<file path="config.mk">
export PLATFORM = sky130hd
export DESIGN_NAME = m_deser
export DESIGN_NICKNAME = d
export VERILOG_FILES = /design/src/rtl/m_deser_pkg.sv /design/src/rtl/m_deser_hold.sv /design/src/rtl/m_deser.sv
export SDC_FILE = /design/constraint.sdc
export NUM_CORES = 1
export LEC_CHECK = 0
export ABC_AREA = 1
export CORE_AREA = 8 8 58 60
export DETAILED_ROUTE_END_ITERATION = 10
export DIE_AREA = 0 0 66 68
export PLACE_DENSITY = 0.74
export SLEW_MARGIN = 10
export SYNTH_ARGS = -nofsm -noshare
export SYNTH_HDL_FRONTEND = slang
export SYNTH_HIERARCHICAL = 1
export SYNTH_SLANG_ARGS = --single-unit
</file>
<file path="constraint.sdc">
create_clock -name w_clk -period 1.8 [get_ports w_clk]
set_clock_uncertainty 0.15 [all_clocks]
set_input_delay 0.27 -clock w_clk [delete_from_list [all_inputs] [get_ports w_clk]]
set_output_delay 0.27 -clock w_clk [all_outputs]
set_load 0.1 [all_outputs]
</file>
<file path="src/rtl/m_deser_pkg.sv">
// Shared types and line-level constants for the m_deser serial deframer.
// M_DESER_PARITY_EN (optional) enables the even-parity state in m_deser.
package m_deser_pkg;

  typedef enum logic [1:0] {
    IDLE   = 2'd0,
    DATA   = 2'd1,
    PARITY = 2'd2,
    STOP   = 2'd3
  } state_t;

  localparam logic START_BIT  = 1'b1;
  localparam logic STOP_BIT   = 1'b0;
  localparam logic IDLE_LEVEL = 1'b0;

endpackage

</file>
<file path="src/rtl/m_deser_hold.sv">
// Single-entry valid/ready holding register for m_deser.
// A load coinciding with a consume replaces the word; a load into a full, unconsumed slot raises overrun.
module m_deser_hold #(
  parameter int DATA_W = 8
) (
  input  logic              clk_i,
  input  logic              srst_i,
  input  logic              load_i,
  input  logic [DATA_W-1:0] load_data_i,
  input  logic              ready_i,
  output logic [DATA_W-1:0] data_o,
  output logic              valid_o,
  output logic              overrun_o
);

  logic [DATA_W-1:0] data_q, data_d;
  logic              valid_q, valid_d;
  logic              overrun_q, overrun_d;
  logic              consume;

  assign consume = valid_q && ready_i;

  always_comb begin
    data_d    = data_q;
    valid_d   = valid_q;
    overrun_d = 1'b0;
    if (load_i) begin
      if (!valid_q || consume) begin
        data_d  = load_data_i;
        valid_d = 1'b1;
      end else begin
        overrun_d = 1'b1;
      end
    end else if (consume) begin
      valid_d = 1'b0;
    end
  end

  always_ff @(posedge clk_i) begin
    if (srst_i) begin
      data_q    <= '0;
      valid_q   <= 1'b0;
      overrun_q <= 1'b0;
    end else begin
      data_q    <= data_d;
      valid_q   <= valid_d;
      overrun_q <= overrun_d;
    end
  end

  assign data_o    = data_q;
  assign valid_o   = valid_q;
  assign overrun_o = overrun_q;

endmodule

</file>
<file path="src/rtl/m_deser.sv">
// Serial-to-parallel deframer: start bit, DATA_W bits LSB-first, optional even parity, stop bit.
// Optional parity checking and the w_par_err port are compiled in with M_DESER_PARITY_EN.
module m_deser
  import m_deser_pkg::*;
#(
  parameter int DATA_W = 8
) (
  input  logic              w_clk,
  input  logic              w_rst,
  input  logic              w_in,
  output logic [DATA_W-1:0] w_data,
  output logic              w_valid,
  input  logic              w_ready,
  output logic              w_busy,
  output logic              w_frame_err,
  output logic              w_overrun
`ifdef M_DESER_PARITY_EN
  ,
  output logic              w_par_err
`endif
);

  localparam int CNT_W = (DATA_W > 1) ? $clog2(DATA_W) : 1;
  localparam logic [CNT_W-1:0] LAST_CNT = CNT_W'(DATA_W - 1);

  state_t            state_q, state_d;
  logic [CNT_W-1:0]  cnt_q, cnt_d;
  logic [DATA_W-1:0] shift_q, shift_d;
  logic              ferr_q, ferr_d;
  logic              word_good;
`ifdef M_DESER_PARITY_EN
  logic              par_q, par_d;
  logic              perr_q, perr_d;
`endif

  always_comb begin
    state_d   = state_q;
    cnt_d     = cnt_q;
    shift_d   = shift_q;
    ferr_d    = 1'b0;
    word_good = 1'b0;
`ifdef M_DESER_PARITY_EN
    par_d     = par_q;
    perr_d    = 1'b0;
`endif
    case (state_q)
      IDLE: begin
        if (w_in == START_BIT) begin
          state_d = DATA;
          cnt_d   = '0;
`ifdef M_DESER_PARITY_EN
          par_d   = 1'b0;
`endif
        end
      end
      DATA: begin
        shift_d[cnt_q] = w_in;
        cnt_d          = cnt_q + CNT_W'(1);
`ifdef M_DESER_PARITY_EN
        par_d          = par_q ^ w_in;
`endif
        if (cnt_q == LAST_CNT) begin
          cnt_d = '0;
`ifdef M_DESER_PARITY_EN
          state_d = PARITY;
`else
          state_d = STOP;
`endif
        end
      end
`ifdef M_DESER_PARITY_EN
      PARITY: begin
        par_d   = par_q ^ w_in;
        state_d = STOP;
      end
`endif
      STOP: begin
        // A bad stop bit is consumed here; it never doubles as the next start bit.
        state_d = IDLE;
        if (w_in == STOP_BIT) begin
`ifdef M_DESER_PARITY_EN
          word_good = !par_q;
          perr_d    = par_q;
`else
          word_good = 1'b1;
`endif
        end else begin
          ferr_d = 1'b1;
        end
      end
      default: state_d = IDLE;
    endcase
  end

  always_ff @(posedge w_clk) begin
    if (w_rst) begin
      state_q <= IDLE;
      cnt_q   <= '0;
      shift_q <= '0;
      ferr_q  <= 1'b0;
`ifdef M_DESER_PARITY_EN
      par_q   <= 1'b0;
      perr_q  <= 1'b0;
`endif
    end else begin
      state_q <= state_d;
      cnt_q   <= cnt_d;
      shift_q <= shift_d;
      ferr_q  <= ferr_d;
`ifdef M_DESER_PARITY_EN
      par_q   <= par_d;
      perr_q  <= perr_d;
`endif
    end
  end

  m_deser_hold #(.DATA_W(DATA_W)) u_hold (
    .clk_i       (w_clk),
    .srst_i      (w_rst),
    .load_i      (word_good),
    .load_data_i (shift_q),
    .ready_i     (w_ready),
    .data_o      (w_data),
    .valid_o     (w_valid),
    .overrun_o   (w_overrun)
  );

  assign w_busy      = (state_q != IDLE);
  assign w_frame_err = ferr_q;
`ifdef M_DESER_PARITY_EN
  assign w_par_err   = perr_q;
`endif

endmodule

</file>
==> impl_metrics.env <==
export IMPL_insertion_delay_ns=0.30
export IMPL_diodes=0
export IMPL_cts_max_level=1
export IMPL_synthTopCellsByArea="dfxtp_1 (45%), nand2_1 (9.5%), nor2_1 (9.5%)"
export IMPL_instances_no_fill=194
export IMPL_finalCritPeriodShare_pct=88.00
export IMPL_synth_cell_types=21
export IMPL_yosys_top_cells_count="nand2_1 (27), nor2_1 (27), dfxtp_1 (24)"
export IMPL_final_hold_viol_count=0
export IMPL_fill_cells=249
export IMPL_cts_resized=0
export IMPL_status="finished clean"
export IMPL_drt_pass1_iterations=4
export IMPL_crit_type="flop to output port"
export IMPL_setup_worst_path_end_class="output port"
export IMPL_synth_area_um2=1062
export IMPL_vdd_drop_max_uv=428.6
export IMPL_yosys_most_used_dff="dfxtp_1"
export IMPL_drive_above_1_share_pct=15.34
export IMPL_drv_cap=0
export IMPL_worstHoldPathType="flop to flop"
export IMPL_std_cell_rows=19
export IMPL_grt_pass1_vias=899
export IMPL_pwr_density_cell_nw_per_um2=650.2
export IMPL_seq_area_frac_synth_pct=45.23
export IMPL_crit_arrival_ns=1.16
export IMPL_nets=170
export IMPL_hold_buffers=0
export IMPL_holdWs_ns=0.3469
export IMPL_synth_area_leader_cell="dfxtp_1"
export IMPL_wl_per_cell_um=9.830
export IMPL_crit_required_ns=1.38
export IMPL_setup_ws_ns=0.2160
export IMPL_worst_pin_slew_ns=0.3377
export IMPL_antenna_found_initial=0
export IMPL_post_route_drc_count=0
export IMPL_relSlewSlack_pct=77.46
export IMPL_synth_avg_cell_area_um2=7.276
export IMPL_overflow=0
export IMPL_cellLeakagePower_nw=0.5725
export IMPL_synth_nets=152
export IMPL_clkTransAtPathRegs_ns=0.12
export IMPL_setup_viol=0
export IMPL_track_usage_pct=9.643
export IMPL_clock_sinks=24
export IMPL_start_util_pct=41.37
export IMPL_vias_per_cell=4.686
export IMPL_cts_tree="done"
export IMPL_ys_ff_latch=24
export IMPL_ant_nets=0
export IMPL_syn_inst=146
export IMPL_drt_iter0_drc=16
export IMPL_cts_path_max_buffers=2
export IMPL_die_area_um2=4488
export IMPL_grt_max_degree=19
export IMPL_final_max_slew_viol_count=0
export IMPL_final_setup_tns_ns=0
export IMPL_fp_coreArea_um2=2567
export IMPL_port_buffers=15
export IMPL_vias=909
export IMPL_synth_edf_count=0
export IMPL_synth_warnings=6
export IMPL_finalPower_w=0.0008941
export IMPL_area_growth_pct=29.45
export IMPL_place_detailed_hpwl_mm=1.431
export IMPL_postCtsSetupRepairBufs=0
export IMPL_fmax_mhz=631.3
export IMPL_die_h_um=68
export IMPL_drt_wl_total_mm=1.907
export IMPL_place_congestion=0.7859
export IMPL_ios=16
export IMPL_pre_cts_slack_ns=0.2570
export IMPL_path_max_fanout=6
export IMPL_final_min_clock_period_ns=1.584
export IMPL_grt_first_pass_wirelength_mm=3.525
export IMPL_synthArstFlopShare_pct=0
export IMPL_numCtsBuffers=3
export IMPL_cp_start_kind="flop"
export IMPL_rsz0062_at_grt="no"
export IMPL_dp_cells=190
export IMPL_cts_root_buf="clkbuf_4"
export IMPL_synth_top_area_share_pct=45.23
export IMPL_die_w_um=66
[metrics by stage]
step | utilization, % | cell area [µm²]
6_report | 53.56 | 1375
2_1_floorplan | - | 1062
5_1_grt | 53.56 | 1375
4_1_cts | 53.56 | 1375
3_5_place_dp | 52.14 | 1339
3_3_place_gp | 52.14 | 1339
[registers in the layout, indices dropped and copies added (netlist names)]
| name | flops |
|---|---|
| state_q | 2 |
| u_hold/valid_o | 1 |
| cnt_q | 3 |
| shift_q | 8 |
| u_hold/data_o | 8 |
| u_hold/overrun_o | 1 |
| w_frame_err | 1 |
[per-layer routing]
layer	part of all wire, %	wire (µm)	global-route usage [%]
met1	42	798	9.905
met2	49	942	17.78
met3	7.9	150	3.437
met4	0.73	14	3.467
met5	0	0	0
[critical path, cell delays in order (launching register included)]
cell and delay [ns]:
dfxtp_1 0.37, or2_2 0.31, buf_12 0.17
[area by class of cell]
type / count / area (µm²) / area share (%)
clock buffers: 4 / 36.28 / 2.639
repair buffers: 17 / 285.3 / 20.75
flip-flops and latches: 24 / 480.5 / 34.94
multi-input cells: 95 / 447.9 / 32.58
well taps: 31 / 38.79 / 2.821
inverters: 23 / 86.33 / 6.278
[cell families after synthesis]
| logic type | synth area share [%] |
|---|---|
| buffers and inverters | 12.60 |
| adder cells (fa/ha/maj) | 2.355 |
| flip-flops | 45.23 |
| AO/OA/AOI/OAI | 8.009 |
| AND/OR/NAND/NOR | 31.80 |
[placed cells by master, fill, tap and decap left out]
cell,synthesis,final
a21oi_1,14,14
buf_12,1,12
buf_4,0,2
clkbuf_4,0,3
clkbuf_8,0,1
clkdlybuf4s50_1,0,3
clkinv_1,1,1
dfxtp_1,24,24
ha_1,2,2
inv_1,21,21
inv_2,1,1
nand2_1,27,27
nand2_2,1,1
nand2_4,1,1
nand3_1,15,15
nand3_2,1,1
nor2_1,27,27
nor2_4,1,1
nor3_1,1,1
nor3_2,1,1
o21ai_0,2,2
o21ai_1,1,1
or2_2,1,1
[where the power goes]
part	leakage, nW	internal [W]	switching, W
registers	0.194	0.000538	0.00000745
logic	0.357	0.0000286	0.0000483
clock network	0.0210	0.000123	0.000148
total	0.572	0.000690	0.000204
[worst paths after layout]
check	start	endpoint	slack, ns	cells after the start
worst max register to register	state_q[0]	u_hold/data_o[7]	0.48	6
worst max-delay path	state_q[0]	w_busy	0.22	2
worst min-delay path	shift_q[7]	shift_q[7]	0.35	2
worst min register to register	shift_q[7]	shift_q[7]	0.35	2
(Power assumes the default switching activity.)
